File: config.mk
export PLATFORM = sky130hd
export DESIGN_NAME = wb_master_arbiter
export DESIGN_NICKNAME = d
export VERILOG_FILES = /design/src/rtl/wb_arb_pkg.sv /design/src/rtl/wb_arb_timer.sv /design/src/rtl/wb_master_arbiter.sv
export SDC_FILE = /design/constraint.sdc
export NUM_CORES = 1
export LEC_CHECK = 0
export BUFFER_PORTS_ARGS = -buffer_cell sky130_fd_sc_hd__buf_2
export CAP_MARGIN = 20
export CORE_ASPECT_RATIO = 1.25
export CORE_MARGIN = 2
export CORE_UTILIZATION = 29
export CTS_BUF_LIST = sky130_fd_sc_hd__clkbuf_16
export DETAILED_ROUTE_END_ITERATION = 8
export GPL_ROUTABILITY_DRIVEN = 0
export PLACE_DENSITY = 0.9
export SETUP_SLACK_MARGIN = 0.5
export SLEW_MARGIN = 10
export SYNTH_ARGS = -nofsm -noshare
export SYNTH_HDL_FRONTEND = slang
export SYNTH_SLANG_ARGS = --single-unit
File: constraint.sdc
create_clock -name clk_i -period 1.6 [get_ports clk_i]
set_input_delay 0.16 -clock clk_i [delete_from_list [all_inputs] [get_ports clk_i]]
set_output_delay 0.16 -clock clk_i [all_outputs]
set_load 0.05 [all_outputs]
File: src/rtl/wb_arb_pkg.sv
// Shared types and constants for the two-master Wishbone arbiter.
package wb_arb_pkg;

    typedef enum logic [1:0] {
        IDLE = 2'd0,
        GNT0 = 2'd1,
        GNT1 = 2'd2
    } arbState_t;

    localparam logic M_CPU = 1'b0;
    localparam logic M_AUX = 1'b1;

    // Read value returned to a master whose access was forcibly terminated.
    localparam logic [63:0] TIMEOUT_RDATA = '1;

endpackage

File: src/rtl/wb_arb_timer.sv
// Grant watchdog: counts stalled grant cycles and flags the terminal cycle.
module wb_arb_timer #(
    parameter int LIMIT = 255
) (
    input  logic clk_i,
    input  logic rst_i,
    input  logic clear_i,
    input  logic enable_i,
    output logic tc_o
);

    logic [7:0] count_q, count_d;

    always_comb begin
        count_d = count_q;
        if (clear_i) begin
            count_d = '0;
        end else if (enable_i) begin
            count_d = count_q + 8'd1;
        end
    end

    always_ff @(posedge clk_i) begin
        if (!rst_i) begin
            count_q <= '0;
        end else begin
            count_q <= count_d;
        end
    end

    // Fires in the cycle whose increment would reach LIMIT.
    assign tc_o = enable_i && (count_q == 8'(LIMIT - 1));

endmodule

File: src/rtl/wb_master_arbiter.sv
// Round-robin arbiter sharing one Wishbone master port between a CPU bridge and an aux DMA.
// Optional grant watchdog enabled by defining WB_ARB_TIMEOUT_EN.
module wb_master_arbiter
    import wb_arb_pkg::*;
#(
    parameter int WB_DATA_WIDTH  = 8,
    parameter int WB_ADDR_WIDTH  = 16,
    parameter int TIMEOUT_CYCLES = 255
) (
    input  logic                     clk_i,
    input  logic                     rst_i,
    input  logic                     m0_stb_i,
    input  logic                     m0_we_i,
    input  logic [WB_ADDR_WIDTH-1:0] m0_adr_i,
    input  logic [WB_DATA_WIDTH-1:0] m0_dat_i,
    output logic                     m0_ack_o,
    output logic [WB_DATA_WIDTH-1:0] m0_dat_o,
    input  logic                     m1_stb_i,
    input  logic                     m1_we_i,
    input  logic [WB_ADDR_WIDTH-1:0] m1_adr_i,
    input  logic [WB_DATA_WIDTH-1:0] m1_dat_i,
    output logic                     m1_ack_o,
    output logic [WB_DATA_WIDTH-1:0] m1_dat_o,
    output logic                     s_stb_o,
    output logic                     s_we_o,
    output logic [WB_ADDR_WIDTH-1:0] s_adr_o,
    output logic [WB_DATA_WIDTH-1:0] s_dat_o,
    input  logic                     s_ack_i,
    input  logic [WB_DATA_WIDTH-1:0] s_dat_i,
    output logic [1:0]               grant_o,
    output logic                     timeout_o
);

    if (TIMEOUT_CYCLES < 1 || TIMEOUT_CYCLES > 255) begin : gBadTimeout
        $error("TIMEOUT_CYCLES must be within 1..255");
    end

    arbState_t state_q, state_d;
    logic      lastGrant_q, lastGrant_d;

    logic                     ownerStb, ownerWe, granted, ownerAck, timeoutHit;
    logic [WB_ADDR_WIDTH-1:0] ownerAdr;
    logic [WB_DATA_WIDTH-1:0] ownerDat, ownerRdat;

    always_comb begin
        ownerStb = 1'b0;
        ownerWe  = 1'b0;
        ownerAdr = '0;
        ownerDat = '0;
        case (state_q)
            GNT0: begin
                ownerStb = m0_stb_i;
                ownerWe  = m0_we_i;
                ownerAdr = m0_adr_i;
                ownerDat = m0_dat_i;
            end
            GNT1: begin
                ownerStb = m1_stb_i;
                ownerWe  = m1_we_i;
                ownerAdr = m1_adr_i;
                ownerDat = m1_dat_i;
            end
            default: ;
        endcase
    end

    // Outputs are gated by rst_i so an in-flight access dies the moment reset is applied.
    assign granted = rst_i && (state_q != IDLE);

`ifdef WB_ARB_TIMEOUT_EN
    logic timerClear, timerEnable, timerTc;

    assign timerClear  = (state_q == IDLE);
    assign timerEnable = granted && ownerStb && !s_ack_i;

    wb_arb_timer #(
        .LIMIT(TIMEOUT_CYCLES)
    ) uTimer (
        .clk_i   (clk_i),
        .rst_i   (rst_i),
        .clear_i (timerClear),
        .enable_i(timerEnable),
        .tc_o    (timerTc)
    );

    assign timeoutHit = timerTc;
`else
    assign timeoutHit = 1'b0;
`endif

    always_comb begin
        s_stb_o   = granted && ownerStb && !timeoutHit;
        s_we_o    = rst_i && ownerWe;
        s_adr_o   = rst_i ? ownerAdr : '0;
        s_dat_o   = rst_i ? ownerDat : '0;
        ownerAck  = granted && ((ownerStb && s_ack_i) || timeoutHit);
        ownerRdat = timeoutHit ? TIMEOUT_RDATA[WB_DATA_WIDTH-1:0] : s_dat_i;
        m0_ack_o  = ownerAck && (state_q == GNT0);
        m1_ack_o  = ownerAck && (state_q == GNT1);
        m0_dat_o  = (granted && state_q == GNT0) ? ownerRdat : '0;
        m1_dat_o  = (granted && state_q == GNT1) ? ownerRdat : '0;
        grant_o   = rst_i ? {state_q == GNT1, state_q == GNT0} : 2'b00;
        timeout_o = granted && timeoutHit;
    end

    // A late ack after the owner withdrew stb is ignored because ownerAck needs ownerStb.
    always_comb begin
        state_d     = state_q;
        lastGrant_d = lastGrant_q;
        case (state_q)
            IDLE: begin
                if (m0_stb_i && (!m1_stb_i || lastGrant_q == M_AUX)) begin
                    state_d     = GNT0;
                    lastGrant_d = M_CPU;
                end else if (m1_stb_i) begin
                    state_d     = GNT1;
                    lastGrant_d = M_AUX;
                end
            end
            GNT0, GNT1: begin
                if (!ownerStb || s_ack_i || timeoutHit) begin
                    state_d = IDLE;
                end
            end
            default: state_d = IDLE;
        endcase
    end

    always_ff @(posedge clk_i) begin
        if (!rst_i) begin
            state_q     <= IDLE;
            lastGrant_q <= M_AUX;
        end else begin
            state_q     <= state_d;
            lastGrant_q <= lastGrant_d;
        end
    end

endmodule
==> results of run 1 <==
==> repair_timing <==
item | 4_1_cts
gates resized for setup | 133
hold endpoints to repair | 0
endpoints found under the setup margin | 49
gates cloned | 1
setup buffers | 3
hold buffers | 0
pin swaps | 15
==> cells by family after synthesis <==
| group | share of synthesized area, % |
|---|---|
| compound gates | 33.9 |
| simple gates | 40.8 |
| flops | 8.44 |
| buf+inv | 11.1 |
| fa+ha+maj | 5.27 |
| other cells | 0.527 |
==> cell usage after synthesis (all sizes together) <==
library cell  instances  area [sq um]
nor2                 25          93.8
a22oi                26           200
nand2                 4          17.5
a21oi                 1          5.00
and2                 18           113
dfxtp                 3          60.1
buf                  10          63.8
and2b                 2          20.0
nor3                  2          15.0
o2111ai               1          8.76
o32a                  1          10.0
ha                    3          37.5
nand4                 1          6.26
inv                   4          15.0
nand2b                1          6.26
and3                  3          18.8
o21ai                 1          5.00
o22ai                 2          12.5
conb                  1          3.75
==> per-stage QoR <==
| step | cell area (sq um) | hold WS (ns) | utilization, % |
|---|---|---|---|
| floorplan | 945 | 0.317 | - |
| global placement | 1610 | 0.431 | 67.9 |
| detailed placement | 1610 | 0.447 | 67.9 |
| CTS | 2250 | 0.228 | 94.6 |
==> flow_summary.toml, run 1 <==
[place]
hpwl_microns = 2880
port_buffers = 108
dp.cells = 254
pre_cts_ws_ns = -0.0242

[clocking]
cts_num_sinks = 3
clk_path_buf_depth = 2
htree_levels = 1
cts_made_buffers = 3
root_buffer = "clkbuf_16"

[grt]
grt_start_max_net_pins = 14

[run_status]
error = "[ERROR DPL-0038] Utilization greater than 100%, impossible to legalize"
status = "aborted with a tool error"
haltStage = "5_1_grt"

[floorplanning]
fp.dieH_microns = 59.4
num_io_pins = 110
rows = 20
fp.dieW_microns = 48.3
start_util_pct = 29.9

[synthesis]
syn-cell-area_sq_um = 712
synth_nets = 175
postSynthCellCount = 109
syn_avg_cell_area_sq_um = 6.53
ys_seq_elements = 3
yosys_warnings = 0
synthDistinctLibCells = 24
ys_seq_area_share_pct = 8.44

[timing]
endpoint_type = "top-level output"
crit_endpoint = "m0_ack_o"
==> inputs of run 2 (changes only) <==
CORE_AREA = 2 2 63 65   (was default)
CORE_ASPECT_RATIO = default   (was 1.25)
CORE_MARGIN = default   (was 2)
CORE_UTILIZATION = default   (was 29)
CTS_BUF_LIST = default   (was sky130_fd_sc_hd__clkbuf_16)
DIE_AREA = 0 0 65 67   (was default)
PLACE_DENSITY = default   (was 0.9)
PLACE_DENSITY_LB_ADDON = 0.15   (was default)
SETUP_SLACK_MARGIN = default   (was 0.5)
==> run 2 against run 1 <==
Compared with the run above:
- the flow now finishes, with violations (negative setup slack)
- synthesized cell count stayed put
- area after synthesis stayed put
==> flow_summary.toml, run 2 <==
[run_status]
status = "complete, but fails checks"
violations = "negative setup slack"

[synthesis]
synthAdderAreaFrac_pct = 5.27
ys_seq_elements = 3
synthFlopType = "dfxtp_1"
syn_avg_cell_area_sq_um = 6.53
syn-cell-area_sq_um = 712
synth_top_cell_by_area = "a22oi_1"
synth_edf_count = 0
yosys-mux-area-fraction_pct = 0
synth_xor_area_share_pct = 0
yosys_warnings = 0
synth_nets = 175
synthTopCellsByCount = "a22oi_1, nor2_1, and2_1"
synth_compound_area_share_pct = 33.9
ys_seq_area_share_pct = 8.44
postSynthCellCount = 109
synth_simple_gate_area_share_pct = 40.8
synthDistinctLibCells = 24
synth_top_family_by_area = "simple AND/OR/NAND/NOR gates"
synthArstFlopShare_pct = 0
ys_top_cells_by_area = "a22oi_1, and2_1, nor2_1"
synth_top_area_share_pct = 26.4

[timing]
finalMaxSlewViolations = 0
hold_ws_ns = 0.255
setup_tns_ns = -0.0856
fmax_ghz = 0.615
post-route-min-period_ns = 1.63
clock_skew_ns = 0.00226
setup_ws_ns = -0.0256
setup_viol = 11
rsz0062_at_grt = "true"
period_share_pct = 102
hold_viol = 0

[worst_hold_path]
hold_class = "primary input to register"

[job]
drv_cap = 0

[grt]
grt_pass1_vias = 1210
grt_start_max_net_pins = 17
grt_first_pass_wirelength_microns = 5550
grt_usage_pct = 16.2
antenna_found_initial = 0
overflow = 0

[clocking]
cts_tree = "done"
htree_levels = 1
cts_made_buffers = 3
cts_num_sinks = 3
root_buffer = "clkbuf_8"
clock_latency_ns = 0.21
clk_path_buf_depth = 2
post_cts_buffers = 0
clk_pin_slew_ns = 0.03

[place]
pre_cts_ws_ns = 0.0270
hpwl_microns = 2550
dp.cells = 263
port_buffers = 108

[critical_path]
cp.required_ns = 1.44
path_max_fanout = 3
critPathLaunchType = "register"
critPathArrivalTime_ns = 1.47
critical_path_class = "register to primary output"
crit_path_end_kind = "primary output"

[power_and_ir_drop]
seq_power_share_pct = 11.7
p_int_mw = 0.462
power_frac_comb_pct = 61.0
swShare_pct = 41.9
powerDensity_nw_per_um2 = 419
ir_drop_mv = 0.673
clkPwrFrac_pct = 27.4
p_sw_mw = 0.333
power_mw = 0.795
p_leak_nw = 0.859

[route]
wl_per_cell_microns = 13.8
drt_iter0_markers = 47
finalWirelength_microns = 3690
drc = 0
firstDrtPassIters = 4
dr_total_vias = 1225
vias_per_cell = 4.59
ant_nets = 0

[layout]
fillCellCount = 352
top_register = "state_q"
final_cell_mix = "buf_2, buf_6, nor2_2, a22oi_1"
drive_above_1_share_pct = 82.2
biggestRegsByFlops = "state_q (2), lastGrant_q (1)"
num_antenna_cells = 0
final_nets = 286
finalNonFillerCells = 267
register_area_sq_um = 67.6
final_common_cell = "buf_2"
multiInputGateArea_sq_um = 759
largest_reg_flops = 2
area_growth_pct = 166

[floorplanning]
start_util_pct = 19.7
num_io_pins = 110
die_area_sq_um = 4360
rows = 22
core_sq_um = 3610
fp.dieW_microns = 65
fp.dieH_microns = 67
==> run 2: cell counts after synthesis <==
No cell type changed its count.
==> run 2: cell type report <==
class                      instances  area share (%)
multi-input combinational         92            40.0
inverter                           4            1.06
timing repair buffer             116            49.8
clock buffer                       4            2.37
tap                               48            3.17
sequential                         3            3.56
==> run 2: worst max-delay path, stage by stage, from the launching register on <==
cell and delay, ns:
dfxtp_4 0.36, inv_4 0.05, ha_4 0.27, nand2_4 0.06, nor3_4 0.14, and3_4 0.21
buf_8 0.14
==> run 2: stage by stage <==
stage	utilization, %	instance area [sq um]
final	52.6	1900
after global routing	52.6	1900
after CTS	52.0	1880
after detailed placement	37.4	1350
after global placement	37.4	1350
after floorplan	-	753
==> run 2: per-layer routing <==
metal | track usage (%) | share of wire [%] | vias to the layer above
li1 | - | - | 605
met1 | 17.2 | 35 | 565
met2 | 32.3 | 59 | 47
met3 | 2.53 | 5.0 | 8
met4 | 5.05 | 1.9 | 0
met5 | 0 | 0 | -
==> run 2: worst paths after layout <==
kind	startpoint	endpoint	slack [ns]	cells after the start
setup / recovery	state_q[1]$_SDFFE_PN0P_	m1_ack_o	-0.03	6
hold / removal	rst_i	lastGrant_q$_SDFFE_PN1P_	0.26	2
setup reg to reg	state_q[0]$_SDFFE_PN0P_	state_q[0]$_SDFFE_PN0P_	0.26	6
hold reg to reg	state_q[1]$_SDFFE_PN0P_	state_q[1]$_SDFFE_PN0P_	0.52	2
==> run 2: power by group through the flow <==
stage,combinational [mW],clock [mW],sequential [mW]
6_report,0.484,0.217,0.0928
5_1_grt,0.519,0.230,0.0937
4_1_cts,0.479,0.222,0.0933
3_5_place_dp,0.386,0,0.0893
3_3_place_gp,0.386,0,0.0894
2_1_floorplan,0.247,0,0.0880
==> run 2: logic make-up (layout without fill, tap and decap cells) <==
logic type | after synthesis | count (layout)
other | 1 | 1
adders and majority gates | 3 | 3
AOI/OAI and AO/OA | 32 | 32
and+or+nand+nor | 56 | 56
DFF | 3 | 3
buffers and inverters | 14 | 124
==> run 2: repair_timing <==
action                                  in CTS  in global routing
endpoints found under the setup margin      44                 44
gates resized for setup                    159                  7
pin swaps                                   14                  7
endpoints found under the hold margin        0                  0
hold buffers                                 0                  0
No activity file was read; power rests on OpenSTA's default activity.
==> inputs of run 3 (changes only) <==
SETUP_SLACK_MARGIN = 0.3   (was default)
clock period = 1.4 ns   (was 1.6 ns; I/O delays follow)
==> run 3 against run 2 <==
Compared with the run above:
- the flow still finishes with violations (negative setup slack)
- cell area increased by 17%
- cell count up 1.9%
- combinational power grew 47%
- wire length is 4.0% higher
- sequential power grew 14%
- clock skew shrank 0.0015 ns
- flip-flop and latch count stayed put
- clock power rose by 15%
- critical path depth did not move
- sequential share of layout area shrank 0.53 points
- utilization grew 9.2 points
- critical endpoint is now m0_ack_o
- largest cell class unchanged
- largest power group unchanged
==> flow_summary.toml, run 3 (synthesized netlist as in run 2, its figures left out) <==
[route]
vias_per_cell = 4.58
dr_total_vias = 1246
ant_nets = 0
drc = 0
finalWirelength_microns = 3840
wl_per_cell_microns = 14.1
firstDrtPassIters = 3
drt_iter0_markers = 18

[timing]
finalMaxSlewViolations = 0
fmax_ghz = 0.603
setup_viol = 44
hold_viol = 0
rsz0062_at_grt = "true"
setup_ws_ns = -0.258
post-route-min-period_ns = 1.66
setup_tns_ns = -7.91
clock_skew_ns = 0.000774
period_share_pct = 118

[run_status]
status = "complete, but fails checks"
violations = "negative setup slack"

[layout]
fillCellCount = 301
biggestRegsByFlops = "state_q (2), lastGrant_q (1)"
largest_reg_flops = 2
final_nets = 291
final_cell_mix = "buf_2, buf_6, a22oi_2, nor2_4, buf_8"
top_register = "state_q"
drive_above_1_share_pct = 92.0
num_antenna_cells = 0
final_common_cell = "buf_2"
final_util_pct = 61.8
area_growth_pct = 213

[grt]
grt_start_max_net_pins = 14
antenna_found_initial = 0
grt_usage_pct = 17.1
grt_first_pass_wirelength_microns = 5780
overflow = 0
grt_pass1_vias = 1244

[clocking]
postCtsHoldBufs = 0
cts_num_sinks = 3
htree_levels = 1
clk_pin_slew_ns = 0.03
cts_tree = "done"
clock_latency_ns = 0.21
root_buffer = "clkbuf_8"
cts_made_buffers = 3
clk_path_buf_depth = 2

[power_and_ir_drop]
p_leak_nw = 0.918
powerDensity_nw_per_um2 = 478
ir_drop_mv = 0.554

[floorplanning]
start_util_pct = 19.7
num_io_pins = 110
fp.dieH_microns = 67
rows = 22
die_area_sq_um = 4360
core_sq_um = 3610
fp.dieW_microns = 65

[critical_path]
cp.required_ns = 1.26
reg2reg_depth = 6
crit_end = "m0_ack_o"
rrSetupSlack_ns = 0.03
critPathLaunch = "state_q[0]$_SDFFE_PN0P_"
critPathArrivalTime_ns = 1.52
crit_path_end_kind = "primary output"
r2r-end = "state_q[1]$_SDFFE_PN0P_"
critPathLaunchType = "register"
critical_path.reg2reg.startpoint = "state_q[0]$_SDFFE_PN0P_"
path_max_fanout = 4
critical_path_class = "register to primary output"

[worst_hold_path]
hold_class = "primary input to register"

[place]
port_buffers = 108
pre_cts_ws_ns = -0.147
hpwl_microns = 2750

[job]
drv_cap = 0
## run 3: power by group
| group | switching (mW) | total [mW] | internal [mW] |
|---|---|---|---|
| logic | 0.399 | 0.710 | 0.311 |
| registers | 0.0113 | 0.106 | 0.0945 |
| clock network | 0.0554 | 0.249 | 0.194 |
## run 3: area by class of cell
type / count / area, sq um / area share, %
Clock buffer: 4 / 45.0 / 2.02
Inverter: 4 / 20.0 / 0.898
Multi-Input combinational cell: 92 / 990 / 44.4
Sequential cell: 3 / 67.6 / 3.03
Tap cell: 48 / 60.1 / 2.70
Timing Repair Buffer: 121 / 1050 / 46.9
## run 3: through the flow
step	total power [mW]	hold slack, ns	cells	instance area (sq um)
3_5_place_dp	0.647	0.410	267	1580
2_1_floorplan	0.462	0.297	109	945
6_report	1.07	0.230	272	2230
3_3_place_gp	0.649	0.423	267	1580
5_1_grt	1.13	0.241	272	2230
4_1_cts	1.04	0.224	272	2130
## run 3: what timing repair did
action / in CTS / in global routing
gates resized for setup: 136 / 24
setup buffers: 0 / 0
pin swaps: 5 / 7
setup endpoints to repair: 49 / 49
cloned: 1 / 0
## run 3: critical path, cell delays in order, from the launching register on
cell and delay [ns]:
dfxtp_4 0.37, inv_4 0.05, ha_4 0.29, nand2_8 0.08, nor3_4 0.16, and3_4 0.22
buf_8 0.14
## run 3: how the worst min path moves through the flow
| stage | startpoint | end | slack [ns] | depth (start not counted) |
|---|---|---|---|---|
| after CTS | rst_i | lastGrant_q$_SDFFE_PN1P_ | 0.22 | 2 |
| after global routing | rst_i | lastGrant_q$_SDFFE_PN1P_ | 0.24 | 2 |
| after floorplan | m1_stb_i | state_q[1]$_SDFFE_PN0P_ | 0.30 | 2 |
| after detailed placement | rst_i | lastGrant_q$_SDFFE_PN1P_ | 0.41 | 2 |
| after global placement | rst_i | lastGrant_q$_SDFFE_PN1P_ | 0.42 | 2 |
| final | rst_i | lastGrant_q$_SDFFE_PN1P_ | 0.23 | 2 |
## run 3: routing by layer
metal  part of all wire (%)  track usage [%]
met5                      0                0
met4                   0.55             5.05
met1                     34             17.6
met3                    4.9             3.04
met2                     61             34.8
==> inputs of run 4 (changes only) <==
clock period = 1.9 ns   (was 1.4 ns; I/O delays follow)
==> run 4 against run 3 <==
Compared with the run above:
- the flow now finishes without violations
- highest routed layer unchanged
- setup slack improved by 0.43 ns
- global-route usage decreased by 0.64 points
- sequential power decreased by 26%
- critical path type unchanged
- largest cell class unchanged
- utilization decreased by 0.38 points
- critical path depth increased by 1
- cell count decreased by 1.8%
==> flow_summary.toml, run 4 (synthesized netlist as in run 2, its figures left out) <==
[layout]
register_area_sq_um = 67.6
top_register = "state_q"
largest_reg_flops = 2
biggestRegsByFlops = "state_q (2), lastGrant_q (1)"
drive_above_1_share_pct = 90.4
final_common_cell = "buf_2"
area_growth_pct = 211
fillCellCount = 312
fin_area_sq_um = 2210
final_util_pct = 61.4
multiInputGateArea_sq_um = 967
final_cell_mix = "buf_2, buf_8, a22oi_2, nor2_4, buf_6"
final_nets = 286
finalNonFillerCells = 267
num_antenna_cells = 0

[power_and_ir_drop]
powerDensity_nw_per_um2 = 359
ir_drop_mv = 0.478
power_mw = 0.795
p_leak_nw = 0.907

[timing]
clock_skew_ns = 0.00187
post-route-min-period_ns = 1.73
fmax_ghz = 0.578
finalMaxSlewViolations = 0
setup_tns_ns = 0
hold_viol = 0
hold_ws_ns = 0.271
setup_ws_ns = 0.170
setup_viol = 0
period_share_pct = 91.1
rsz0062_at_grt = "true"

[place]
hpwl_microns = 2600
port_buffers = 108
dp.cells = 260
pre_cts_ws_ns = 0.263
dpl_cell_area_sq_um = 1490

[critical_path]
cp.buffers_inverters = 4
critPathArrivalTime_ns = 1.54
cp_slowest_cell = "dfxtp_4"
r2r-end = "state_q[0]$_SDFFE_PN0P_"
path_max_fanout = 6
crit_path_end_kind = "primary output"
cp.required_ns = 1.71
critPathLaunchType = "register"
cp_cell_sequence = "inv_4 > ha_4 > nand2_8 > buf_12 > buf_16 > nor2_4 > buf_8"
critical_path_class = "register to primary output"
rrSetupSlack_ns = 0.59
cp_top_family = "buffers and inverters"
crit_path_max_incr_delay_ns = 0.37
critical_path.reg2reg.startpoint = "state_q[1]$_SDFFE_PN0P_"
reg2reg_depth = 5

[worst_hold_path]
hold-path-cell-count = 2
hp-start = "rst_i"
hold_end = "lastGrant_q$_SDFFE_PN1P_"
hold_class = "primary input to register"

[grt]
antenna_found_initial = 0
overflow = 0
grt_first_pass_wirelength_microns = 5540
grt_use_met1_pct = 18.4
use_met2_pct = 32.2
grt_start_max_net_pins = 21
grt-busiest-layer = "met2"
grt_usage_pct = 16.5
grt_use_met3_pct = 2.70
grt_pass1_vias = 1162

[floorplanning]
die_area_sq_um = 4360
rows = 22
num_io_pins = 110
start_util_pct = 19.7
fp.dieW_microns = 65
fp.dieH_microns = 67
core_sq_um = 3610

[clocking]
clk_pin_slew_ns = 0.03
htree_levels = 1
postCtsHoldBufs = 0
clock_latency_ns = 0.22
cts_num_sinks = 3
cts_tree = "done"
root_buffer = "clkbuf_8"
cts_made_buffers = 3
clk_path_buf_depth = 2

[run_status]
status = "finished clean"

[route]
firstDrtPassIters = 4
wl_per_cell_microns = 15.2
dr_total_vias = 1235
vias_per_cell = 4.63
drc = 0
ant_nets = 0
finalWirelength_microns = 4050
drt_iter0_markers = 12

[job]
drv_cap = 0
run 4: final cells by class:
class	count	area share, %
Inverter	4	0.904
Multi-Input combinational cell	92	43.7
Clock buffer	4	2.03
Timing Repair Buffer	116	47.6
Sequential cell	3	3.05
Tap cell	48	2.71
run 4: worst max path at each step:
stage / startpoint / end / slack (ns) / cells after the start
after floorplan: state_q[0]$_SDFFE_PN0P_ / m0_ack_o / 0.08 / 6
after global placement: state_q[1]$_SDFFE_PN0P_ / s_adr_o[15] / 0.26 / 6
after detailed placement: state_q[1]$_SDFFE_PN0P_ / s_adr_o[15] / 0.26 / 6
after CTS: state_q[1]$_SDFFE_PN0P_ / m1_ack_o / 0.15 / 6
after global routing: state_q[0]$_SDFFE_PN0P_ / s_dat_o[6] / 0.12 / 7
final: state_q[1]$_SDFFE_PN0P_ / s_dat_o[6] / 0.17 / 7
run 4: metal layers:
layer / wire length [microns] / vias up
li1: - / 606
met1: 1470 / 575
met2: 2350 / 50
met3: 191 / 4
met4: 43 / 0
met5: 0 / -
run 4: power breakdown:
group / switching (mW) / internal [mW]
logic: 0.294 / 0.232
registers: 0.00849 / 0.0696
clock network: 0.0477 / 0.144
run 4: worst register-to-register path: cells and delay by family (launching register included):
kind                       cells  cell delay [ns]
buffers and inverters          2             0.10
adders and majority gates      1             0.29
DFF                            1             0.37
AOI/OAI and AO/OA              2             0.47
run 4: timing repair:
action / 4_1_cts / 5_1_grt
gates cloned: 2 / 0
gates resized for setup: 128 / 54
endpoints found under the setup margin: 44 / 44
buffers inserted: 1 / 0
pin swaps: 6 / 18
